**src/rtl/instruction_fetch.sv**
```systemverilog
// Instruction fetch unit: fetches one 32-bit word at PC, holds it for the
// datapath until retire, then advances PC sequentially or by a word-offset branch.
module instruction_fetch #(
  parameter int ADDR_W = 64
) (
  input  logic              CLK,
  input  logic              Reset,
  input  logic [ADDR_W-1:0] StartPC,
  output logic              imem_req,
  output logic [ADDR_W-1:0] imem_addr,
  input  logic              imem_ack,
  input  logic [31:0]       imem_rdata,
  input  logic              Branch,
  input  logic              Uncondbranch,
  input  logic              Zero,
  input  logic [ADDR_W-1:0] BranchOffset,
  input  logic              retire,
  output logic [31:0]       Instruction,
  output logic [10:0]       Opcode,
  output logic [ADDR_W-1:0] PC,
  output logic              InstrValid,
  output logic              Halted
);

  typedef enum logic [1:0] {
    IDLE  = 2'd0,
    FETCH = 2'd1,
    HOLD  = 2'd2,
    HALT  = 2'd3
  } state_e;

  localparam logic [ADDR_W-1:0] ALIGN_MASK = ~ADDR_W'(3);
  localparam logic [ADDR_W-1:0] WORD_STEP  = ADDR_W'(4);

  state_e            state_q, state_d;
  logic [ADDR_W-1:0] pc_q, pc_d;
  logic [31:0]       instr_q, instr_d;
  logic              taken;
  logic [ADDR_W-1:0] next_pc;

  // State register.
  // NOTE: sequential state uses non-blocking assignments so every flop samples
  // pre-edge values regardless of process ordering.
  always_ff @(posedge CLK) begin
    if (Reset) begin
      state_q <= IDLE;
      pc_q    <= StartPC & ALIGN_MASK;
      instr_q <= '0;
    end else begin
      state_q <= state_d;
      pc_q    <= pc_d;
      instr_q <= instr_d;
    end
  end

  // Branch inputs only matter on the retire edge; modulo arithmetic wraps freely.
  always_comb begin
    taken   = Uncondbranch | (Branch & Zero);
    next_pc = (pc_q + (taken ? (BranchOffset << 2) : WORD_STEP)) & ALIGN_MASK;
  end

  // Next-state and datapath-register update.
  // NOTE: every signal gets a default at the top so no path leaves one
  // unassigned, which would otherwise infer a latch.
  always_comb begin
    state_d = state_q;
    pc_d    = pc_q;
    instr_d = instr_q;
    unique case (state_q)
      IDLE:  state_d = FETCH;
      FETCH: begin
        if (imem_ack) begin
          instr_d = imem_rdata;
          state_d = (imem_rdata == 32'h0000_0000) ? HALT : HOLD;
        end
      end
      HOLD: begin
        if (retire) begin
          pc_d    = next_pc;
          state_d = FETCH;
        end
      end
      HALT:  state_d = HALT;
      default: state_d = IDLE;
    endcase
  end

  // Outputs are pure functions of the registered state.
  always_comb begin
    imem_req    = (state_q == FETCH);
    InstrValid  = (state_q == HOLD);
    Halted      = (state_q == HALT);
    imem_addr   = pc_q;
    PC          = pc_q;
    Instruction = instr_q;
    Opcode      = instr_q[31:21];
  end

endmodule

```
**config.mk**
```make
export PLATFORM = sky130hd
export DESIGN_NAME = instruction_fetch
export DESIGN_NICKNAME = d
export VERILOG_FILES = /design/src/rtl/instruction_fetch.sv
export SDC_FILE = /design/constraint.sdc
export NUM_CORES = 1
export LEC_CHECK = 0
export BUFFER_PORTS_ARGS = -buffer_cell sky130_fd_sc_hd__buf_4
export CORE_ASPECT_RATIO = 0.8
export CORE_MARGIN = 4
export CORE_UTILIZATION = 30
export CTS_CLUSTER_DIAMETER = 80
export CTS_CLUSTER_SIZE = 8
export DETAILED_ROUTE_END_ITERATION = 6
export PLACE_DENSITY = 0.58
export SLEW_MARGIN = 20
export SYNTH_ARGS = -nofsm -noshare
export SYNTH_HDL_FRONTEND = slang
export SYNTH_SLANG_ARGS = --single-unit
```
**constraint.sdc**
```tcl
create_clock -name CLK -period 3.4 [get_ports CLK]
set_input_delay 0.17 -clock CLK [delete_from_list [all_inputs] [get_ports CLK]]
set_output_delay 0.17 -clock CLK [all_outputs]
set_load 0.01 [all_outputs]
```
* Yosys cells after proc, flatten, opt, wreduce, memory -nomap -nowiden
Cells that the tools add are included.
Storage, ports and cells: latch bits 0, bits in read-only memories 0, flip-flop bits (word level) 96, memory bits (writable) 0, output and inout port bits 174, memories 0, logic and storage cells 26
Operators by class: multipliers 0, div/mod/pow operators 0, order comparisons 0, muxes and demuxes 8, shifts and indexed selects 0, bitwise logic cells 2, reductions and logical operators 7, add/sub/neg operators 1, eq/ne operators 5
Operators with widths (count):
- 64-bit 2-to-1 mux | 4
- 64-bit adder | 1
- 32-bit logical NOT | 1
- 2-bit one-hot mux with 4 select lines | 1
- 2-bit AND reduction | 3
- 2-bit == test, second input constant | 2
- 2-bit 2-to-1 mux | 2
- 2-bit nonzero test | 2
- 2-bit by 1-bit == test with 1-bit output, second input constant | 1
- 2-bit logical NOT | 1
- 2-bit by 1-bit != test with 1-bit output, second input constant | 1
- 2-bit != test, second input constant | 1
- 1-bit AND | 1
- 1-bit 2-to-1 mux | 1
- 1-bit OR | 1

* Depth between registers and ports, before layout
Gate-level depths: netlist of the first run.
word-level depth 7, gate-level depth with buffers 15, mapped depth without buffers 14

* Worst setup path after synthesis of the first run
OpenSTA, ideal clock, no wires.
path kind in2reg, start in Branch, end reg pc_q[62] (netlist: PC[62]) (data pin), cell stages on the path 15, path slack -169 ps, setup time 259 ps, arrival 3310 ps, data required time 3141 ps, buffers on the path 1, cells stage by stage a21oi_1 -> clkbuf_1 -> or2_2 -> ha_1 -> fa_1 -> a21oi_1 -> nor2_1 -> o21ai_0 -> o21ai_0 -> a21oi_2 -> nor4_2 -> a41oi_2 -> o31ai_2 -> o31ai_1 -> a211o_1
On the way: cells in the longest elaborated chain, start to end 7
Ends and longest elaborated chain:
- from (decl) | line 13 | input logic Branch,
- 1-bit AND | line 58 | taken = Uncondbranch | (Branch & Zero);
- 1-bit OR | line 58
- 64-bit 2-to-1 mux | line 59 | next_pc = (pc_q + (taken ? (BranchOffset << 2) : WORD_STEP)) & ALIGN_MASK;
- 64-bit adder | line 59
- 64-bit 2-to-1 mux | line 78 | if (retire) begin
- 64-bit 2-to-1 mux | line 69 | unique case (state_q)
- 64-bit 2-to-1 mux | line 45 | if (Reset) begin
- to (signal assigned) | line 47 | pc_q <= StartPC & ALIGN_MASK;
- to (signal assigned) | line 51 | pc_q <= pc_d;
- to (decl) | line 36 | logic [ADDR_W-1:0] pc_q, pc_d;
No other way between the ends. The select of a mux whose other input is x is not followed. A chain may end at the register's enable or synchronous reset.

* Worst setup path in the final report of the first run
start reg pc_q[17] (netlist: PC[17]), end reg pc_q[62] (netlist: PC[62]) (data pin)
On the way: cells in the longest elaborated chain, start to end 4
Ends and longest elaborated chain (line):
- 64-bit adder | 59
- 64-bit 2-to-1 mux | 78
- 64-bit 2-to-1 mux | 69
- 64-bit 2-to-1 mux | 45
No other way between the ends. The select of a mux whose other input is x is not followed.

==> flow_summary_export.csv, run 1 <==
group,metric,value,unit
placed_design,io_buffers,332,
clock_network,clock_latency,0.37,ns
yosys,synth_cell_types,63,
yosys,yosysWarnings,0,
clock_network,cts.htree.levels,3,
sta,min_period,3.32,ns
sta,fin_skew,0.0102,ns
worst_setup_path,endpoint_kind,"register",
route,drt-pass1-iter-count,5,
route,drc,0,
power,finalPower,0.00526,W
grt,antenna_found_initial,0,
yosys,yosysTopAreaCell,"edfxtp_1",
sta,finalMaxSlewViolations,0,
cells_and_area,final_core_util,0.450,
power,internal_power,0.00328,W
power,power.share.sequential,0.296,
yosys,synth_ff_type,"edfxtp_1",
route,finalWirelength,31000,µm
grt,grt_remaining_overflow,0,
clock_network,cts_buffers,9,
yosys,async_flop_share,0,
sta,rsz0062_at_grt,"true",
grt,grt_max_degree,63,
worst_setup_path,crit_cells,11,
yosys,synth_common_cells,"171 x nand2_1, 109 x a21oi_1, 85 x o21ai_0",
power,pwr_density_cell,425,nW/µm²
sta,worst_pin_slew,1.06,ns
worst_setup_path,worst_setup_path_start_kind,"register",
worst_setup_path,critPathBufInv,0,
yosys,synth.top_cells.by_area,"edfxtp_1 22%, ha_1 9.0%, dfxtp_1 8.1%",
sta,relSlewSlack,0.294,
sta,setup_violations,0,
worst_setup_path,required,3.52,ns
clock_network,root_buffer,"clkbuf_16",
cells_and_area,insertedDiodeCount,0,
die,ios,341,
sta,fin_crit_sh,0.975,
yosys,synth_most_common_cell,"nand2_1",
power,p_sw,0.00199,W
grt,grt_pass1_wl,47100,µm
power,p_leak,5.86,nW
power,power.share.switching,0.378,
yosys,yosysSeqAreaShare,0.301,
worst_setup_path,criticalPathCategory,"reg2reg",
yosys,synth-seq-cells,96,
worst_setup_path,worstPathCellList,"ha_2 -> a21oi_2 -> o21ai_1 -> a211o_1 -> a2111o_1 -> a21oi_2 -> nor4_4 -> a41oi_2 -> o31ai_4 -> o311a_1 -> a211o_1",
worst_setup_path,arrival,3.44,ns
power,p_clk_frac,0.201,
min_path,worst_hold_path_type,"in2reg",
grt,grt_pass1_vias,8558,
clock_network,ctsHoldBuffers,0,
die,die-area,30900,µm²
sta,hold_viol_final,0,
route,ant_nets,0,
yosys,synth_edf_count,62,
power,pwr-share-comb,0.503,
worst_setup_path,crit_slowest_cell,"edfxtp_1",
yosys,postSynthCellCount,1058,
yosys,syn_area,8440,µm²
cells_and_area,final_nets,1680,
clock_network,cts_tree,"built",
worst_setup_path,reg2regPathDepth,11,
die,die_h,158,µm
job,max-cap-violations,0,
die,die_x,196,µm
grt,grtUsageTotal,0.191,
route,drt_iter0_markers,505,
worst_setup_path,crit_family,"compound AO/OA/AOI/OAI gates",
placed_design,dp_hpwl,25200,µm
clock_network,clockBufferDepth,2,
yosys,synth_top_area_share,0.221,
route,via_count,8980,
worst_setup_path,crit_path_max_incr_delay,0.44,ns
die,num_rows,54,
sta,timing.fmax,302,MHz
yosys,syn_avg_cell_area,7.98,µm²
die,coreArea,27500,µm²
clock_network,cts_sinks,96,
power,peakVddDrop,0.000234,V
placed_design,globalplace.congestion,0.879,
min_path,hold_depth,3,
clock_network,clk_pin_slew_worst_paths,0.08,ns
route,viasPerCell,4.93,
die,start_util,0.307,
worst_setup_path,critPathMaxFanout,5,
cells_and_area,drive_above_1_share,0.388,
cells_and_area,area_growth,46.8,%
status,status,"finished clean",
worst_setup_path,reg2reg_slack,0.08,ns
route,avgRoutedWirePerCell,17.1,µm
-- power by group through the flow --
stage	Combinational, W	Clock [W]	Sequential, W
floorplan	0.00141	0	0.00160
global placement	0.00257	0	0.00158
detailed placement	0.00259	0	0.00159
CTS	0.00261	0.00109	0.00156
global route	0.00290	0.00114	0.00158
finish	0.00265	0.00106	0.00156
-- worst min-delay path, delay by kind of cell --
kind | cells | cell delay (ns)
AOI/OAI and AO/OA | 1 | 0.05
buffers and inverters | 1 | 0.11
and+or+nand+nor | 1 | 0.05
-- cells by family (layout without fill, tap and decap cells) --
logic type      after synthesis  in the layout  share of synthesized area
mux                           4              4                    0.00534
simple gates                386            386                      0.222
flops                        96             96                      0.301
other cells                   1              4                   0.000444
compound gates              314            314                      0.228
xor+xnor                     49             49                     0.0509
fa+ha+maj                    62             62                     0.0928
buf+inv                     146            541                     0.0995
-- per-layer routing --
metal | global-route usage | routed length, µm | vias up
li1 | - | - | 4476
met5 | 0 | 0 | -
met3 | 0.0562 | 2630 | 14
met2 | 0.308 | 14100 | 308
met4 | 0.0316 | 250 | 0
met1 | 0.259 | 14100 | 4182
-- timing repair --
| action | CTS | global route |
|---|---|---|
| buffers inserted | 0 | 4 |
| pin swaps | 1 | 4 |
| resized for setup | 3 | 19 |
| endpoints found under the setup margin | 5 | 18 |
-- sequential cells by signal, summed over array words and instances, names as in the netlist --
name	flops
Instruction	32
PC	62
state_q	2
-- final cells by class --
class / instances / area [µm²]
inverters: 15 / 56.3
multi-input cells: 819 / 5190
repair buffers: 510 / 3860
flip-flops and latches: 96 / 2540
clock inverters: 6 / 55.1
well taps: 364 / 455
fillers: 2743 / 15100
clock buffers: 10 / 229
-- through the flow --
step                      TNS (ns)  instances  worst slack (ns)  cell area [µm²]  hold WS, ns
after floorplan                  0       1061            0.0492             8460        0.306
after global placement       -2.70       1800            -0.319            12000        0.432
after detailed placement     -4.40       1800            -0.437            12000        0.437
after CTS                        0       1816            0.0321            12300       0.0305
after global routing       -0.0631       1820           -0.0631            12400       0.0363
final                            0       1820            0.0844            12400       0.0478
-- path summary, 6_finish.rpt --
kind | end | startpoint
worst max register to register | PC[62] | PC[17]
worst min-delay path | Instruction[12] | imem_rdata[12]
worst min register to register | Instruction[0] | Instruction[0]
worst max-delay path | PC[62] | PC[17]
-- cell usage in the layout (no fill, tap or decap), drive strengths merged, types with 7 or more instances in the layout --
cell      n
o31ai     9
nand2b    7
inv      20
clkbuf   10
or3       7
and3     11
buf     510
nor2b    70
xnor2    25
o21bai    7
a211oi    9
o21a      9
dfxtp    34
nor2     44
xor2     24
nor4     11
nor3     12
ha       61
o21ai    87
edfxtp   62
a21o     41
and2      7
nand4    21
a21oi   111
nand2   171
nand3    13
(Power assumes the default switching activity.)
==> run 2: changes to the inputs <==
CORE_MARGIN = not set   (was 4)
PLACE_DENSITY = 0.56   (was 0.58)
clock period = 3.28 ns   (was 3.4 ns; I/O delays follow)
==> run 2 against run 1 <==
- final area rose by 3.0%
- final cell count rose by 1.6%
- via count rose by 1.1%
- register-to-register slack barely moved
- highest routed layer unchanged
- critical path depth rose by 3
- routed wire length fell by 0.83%
- power rose by 5.8%
==> flow_summary_export.csv, run 2 (same netlist as run 1, synthesis figures left out) <==
group,metric,value,unit
grt,grt_pass1_vias,8624,
worst_setup_path,critPathMaxFanout,3,
status,status,"finished clean",
route,drc,0,
clock_network,cts.htree.levels,3,
cells_and_area,final_cell_mix,"537 x buf_4, 169 x nand2_1, 102 x a21oi_1, 75 x o21ai_0, 70 x nor2b_1",
power,p_sw,0.00209,W
worst_setup_path,crit_end,"PC[56]",
cells_and_area,final_nets,1709,
worst_setup_path,required,3.50,ns
power,p_leak,5.99,nW
die,die-area,28800,µm²
sta,timing.fmax,313,MHz
grt,grtUsageTotal,0.204,
sta,hold_viol_final,0,
worst_setup_path,r2r-end,"PC[56]",
die,die_h,152,µm
route,drt-pass1-iter-count,4,
worst_setup_path,worst_setup_path_start_kind,"register",
cells_and_area,insertedDiodeCount,0,
worst_setup_path,reg2regPathDepth,14,
cells_and_area,final_common_cell,"buf_4",
route,viasPerCell,4.91,
worst_setup_path,criticalPathCategory,"reg2reg",
die,ios,341,
die,coreArea,27400,µm²
die,start_util,0.308,
clock_network,clockBufferDepth,2,
power,power.share.switching,0.376,
route,ant_nets,0,
clock_network,root_buffer,"clkbuf_16",
job,max-cap-violations,0,
sta,relSlewSlack,0.377,
route,avgRoutedWirePerCell,16.6,µm
clock_network,cts_tree,"built",
sta,fin_skew,0.0163,ns
clock_network,clock_latency,0.38,ns
worst_setup_path,endpoint_kind,"register",
clock_network,clk_pin_slew_worst_paths,0.08,ns
power,internal_power,0.00347,W
grt,grt_max_degree,63,
cells_and_area,drive_above_1_share,0.415,
min_path,worst_hold_path_type,"in2reg",
power,power.share.sequential,0.290,
grt,antenna_found_initial,0,
worst_setup_path,startpoint,"PC[2]",
cells_and_area,final_core_util,0.465,
power,pwr-share-comb,0.513,
placed_design,globalplace.congestion,0.922,
placed_design,io_buffers,332,
power,peakVddDrop,0.000229,V
cells_and_area,area_growth,51.1,%
sta,hold_slack,0.0443,ns
worst_setup_path,reg2reg_slack,0.08,ns
cells_and_area,num-fill-cells,2801,
power,pwr_density_cell,437,nW/µm²
grt,grt_remaining_overflow,0,
sta,min_period,3.20,ns
route,drt_iter0_markers,499,
sta,setup_violations,0,
sta,fin_crit_sh,0.975,
worst_setup_path,rr_startpoint,"PC[2]",
power,p_clk_frac,0.197,
die,num_rows,54,
clock_network,cts_sinks,96,
clock_network,cts_buffers,9,
worst_setup_path,arrival,3.41,ns
cells_and_area,largest_register_ffs,62,
grt,grt_pass1_wl,46200,µm
placed_design,dp_hpwl,24600,µm
sta,worst_pin_slew,0.934,ns
min_path,min_from,"imem_rdata[21]",
die,die_x,190,µm
sta,finalMaxSlewViolations,0,
route,via_count,9079,
route,finalWirelength,30800,µm
## run 2: cell count changes in the layout (fill, tap and decap cells not counted), moves of 3 or more
cell,change
ha_2,+3
o21ai_1,+4
buf_4,+30
a211oi_1,-4
a211oi_2,+4
o21ai_0,-5
ha_1,-12
ha_4,+9
## run 2: through the flow
step           worst slack (ns)  setup TNS (ns)  power [W]  cells  instance area, µm²
2_1_floorplan           0.00344               0    0.00311   1061                8470
5_1_grt                 -0.0343         -0.0626    0.00590   1849               12800
4_1_cts                  0.0129               0    0.00549   1837               12400
6_report                 0.0825               0    0.00557   1849               12800
3_3_place_gp             -0.456           -6.43    0.00433   1821               12100
3_5_place_dp             -0.533           -7.94    0.00435   1821               12100
## run 2: critical path, cell delays in order, from the launching register on
cell      delay, ns
edfxtp_1       0.39
ha_2           0.21
fa_2           0.35
a21oi_2        0.19
nor2_2         0.07
o21ai_2        0.25
o21ai_4        0.11
a21bo_2        0.22
a31oi_1        0.13
buf_4          0.14
a21oi_1        0.06
buf_4          0.15
a211o_1        0.31
o2111a_1       0.26
a211oi_2       0.19
## run 2: final cells by class
class / instances / area [µm²] / area share
Inverter: 15 / 56.3 / 0.00442
Sequential cell: 96 / 2540 / 0.199
Clock buffer: 9 / 225 / 0.0177
Timing Repair Buffer: 539 / 4060 / 0.319
Clock inverter: 7 / 57.6 / 0.00451
Tap cell: 364 / 455 / 0.0357
Multi-Input combinational cell: 819 / 5350 / 0.420
## run 2: routing by layer
layer  GRT usage  routed length [µm]
met3      0.0517                2180
met5           0                   0
met4      0.0511                 440
met1       0.276               14200
met2       0.321               13900
## run 2: what timing repair did
item,4_1_cts,5_1_grt
resized for setup,9,39
pin swaps,2,18
buffers inserted,0,12
hold buffers,0,0
setup endpoints to repair,10,23
## run 2: worst min-delay path by stage
stage,cells after the start,endpoint,slack [ns]
floorplan,2,Instruction[0],0.30
global placement,3,Instruction[30],0.43
detailed placement,3,Instruction[30],0.43
CTS,3,Instruction[11],0.03
global route,3,Instruction[9],0.04
finish,3,Instruction[21],0.04
## run 2: power groups by stage
stage / Clock (W) / Sequential (W) / Combinational [W]
floorplan: 0 / 0.00166 / 0.00146
global placement: 0 / 0.00163 / 0.00270
detailed placement: 0 / 0.00164 / 0.00271
CTS: 0.00113 / 0.00161 / 0.00274
global route: 0.00116 / 0.00163 / 0.00311
finish: 0.00109 / 0.00162 / 0.00286
==> run 3: changes to the inputs <==
PLACE_DENSITY = 0.58   (was 0.56)
clock period = 2.8 ns   (was 3.28 ns; I/O delays follow)
==> run 3 against run 2 <==
- the flow now finishes with violations (negative setup slack)
- first-iteration DRC count increased by 34%
- combinational power increased by 42%
- critical path depth decreased by 3
- setup slack got worse by 0.37 ns
- via count increased by 6.2%
- sequential power increased by 16%
- sequential share of layout area decreased by 2.1 points
- critical path type unchanged
==> flow_summary_export.csv, run 3 (same netlist as run 1, synthesis figures left out) <==
group,metric,value,unit
route,met2_wirelength,16200,µm
worst_setup_path,criticalPathCategory,"reg2reg",
worst_setup_path,worst_setup_path_start_kind,"register",
route,finalWirelength,34200,µm
status,violations,"negative setup slack",
sta,rsz0062_at_grt,"true",
sta,fin_skew,0.0133,ns
cells_and_area,fin_cells,1927,
grt,grt_max_degree,109,
die,die-area,28800,µm²
die,start_util,0.308,
sta,min_period,3.09,ns
clock_network,cts.htree.levels,3,
clock_network,ctsHoldBuffers,0,
route,avgRoutedWirePerCell,17.7,µm
sta,hold_slack,0.0151,ns
grt,grt_pass1_wl,50500,µm
power,p_leak,6.60,nW
route,wl_met3,2580,µm
worst_setup_path,critPathMaxFanout,2,
worst_setup_path,worstPathCellList,"ha_4 -> a21oi_4 -> o21ai_1 -> a211o_1 -> a2111o_1 -> a21oi_4 -> nor4_4 -> a41oi_2 -> o31ai_2 -> o311a_1 -> a211o_1",
grt,antenna_found_initial,1,
die,die_h,152,µm
cells_and_area,final_nets,1786,
worst_setup_path,required,2.94,ns
power,peakVddDrop,0.000305,V
clock_network,clk_pin_slew_worst_paths,0.08,ns
cells_and_area,largest_register_ffs,62,
cells_and_area,final_cell_mix,"584 x buf_4, 163 x nand2_1, 88 x a21oi_1, 68 x nor2b_1, 62 x edfxtp_1",
status,status,"finished with violations",
grt,grtUsageTotal,0.225,
sta,relSlewSlack,0.598,
cells_and_area,num-fill-cells,2596,
sta,fin_crit_sh,1.10,
clock_network,clock_latency,0.38,ns
sta,setup_violations,38,
worst_setup_path,crit_slowest_cell,"edfxtp_1",
clock_network,cts_tree,"built",
worst_setup_path,arrival,3.22,ns
job,max-cap-violations,0,
cells_and_area,area_growth,68.7,%
route,wl_met1,14800,µm
grt,grt_remaining_overflow,0,
clock_network,cts_sinks,96,
grt,grt_pass1_vias,9157,
power,pwr_density_cell,511,nW/µm²
die,coreArea,27400,µm²
worst_setup_path,crit_path_max_incr_delay,0.44,ns
min_path,worst_hold_path_type,"in2reg",
die,ios,341,
placed_design,globalplace.congestion,0.873,
placed_design,dp_slack,-0.677,ns
cells_and_area,final_common_cell,"buf_4",
sta,fin_ws,-0.287,ns
route,via_count,9643,
route,drc,0,
clock_network,cts_buffers,9,
route,ant_nets,0,
sta,setup_tns,-4.66,ns
sta,finalMaxSlewViolations,0,
route,drt_iter0_markers,667,
sta,hold_viol_final,0,
worst_setup_path,endpoint_kind,"register",
placed_design,dp_hpwl,25700,µm
route,drt-pass1-iter-count,5,
route,highest_layer,"met4",
die,num_rows,54,
placed_design,io_buffers,332,
die,die_x,190,µm
clock_network,root_buffer,"clkbuf_16",
sta,worst_pin_slew,0.603,ns
placed_design,place_inst,1862,
sta,timing.fmax,324,MHz
cells_and_area,drive_above_1_share,0.499,
clock_network,clockBufferDepth,2,
route,viasPerCell,5.00,
run 3: changes by cell type in the layout (fill, tap and decap cells not counted), sizes merged:
cell,previous run,this run
buf,539,614
clkbuf,9,12
clkinv,1,2
diode,0,1
inv,21,19
run 3: path summary, 6_finish.rpt:
kind / startpoint / to / slack, ns / cells past startpoint
worst max-delay path: PC[15] / PC[62] / -0.29 / 11
worst min-delay path: imem_rdata[22] / Instruction[22] / 0.02 / 3
worst max register to register: PC[15] / PC[62] / -0.29 / 11
worst min register to register: Instruction[5] / Instruction[5] / 0.46 / 2
run 3: area by class of cell:
class / instances / area (µm²) / area share
multi-input combinational: 819 / 6020 / 0.423
timing repair buffer: 616 / 4860 / 0.341
clock inverter: 6 / 57.6 / 0.00404
sequential: 96 / 2540 / 0.179
tap: 364 / 455 / 0.0320
clock buffer: 10 / 239 / 0.0168
antenna: 1 / 2.50 / 0.000176
inverter: 15 / 56.3 / 0.00396
run 3: critical path, delay by kind of cell (launching register included):
family          cells  cell delay [ns]
compound gates      9             2.07
fa+ha+maj           1             0.25
flops               1             0.44
simple gates        1             0.08
run 3: through the flow:
step / instance area, µm² / util / power [W]
6_report: 14200 / 0.519 / 0.00727
5_1_grt: 14200 / 0.519 / 0.00768
4_1_cts: 13500 / 0.491 / 0.00689
3_5_place_dp: 12500 / 0.455 / 0.00526
3_3_place_gp: 12500 / 0.455 / 0.00523
2_1_floorplan: 8510 / - / 0.00366
run 3: layer usage:
metal,vias to the layer above,track usage
met5,-,0
met1,4529,0.298
met2,379,0.371
met4,0,0.0492
li1,4696,-
met3,39,0.0506
run 3: repair_timing:
action	4_1_cts	5_1_grt
cloned	2	2
gates resized for setup	97	127
pin swaps	42	74
buffers inserted	23	22
endpoints found under the setup margin	41	45
run 3: where the power goes:
part           switching (W)  total [W]  internal (W)  leakage, nW
sequential          0.000156    0.00188       0.00172        0.892
clock               0.000687    0.00134      0.000652        0.148
combinational        0.00191    0.00405       0.00214         5.56
total                0.00275    0.00727       0.00452         6.60
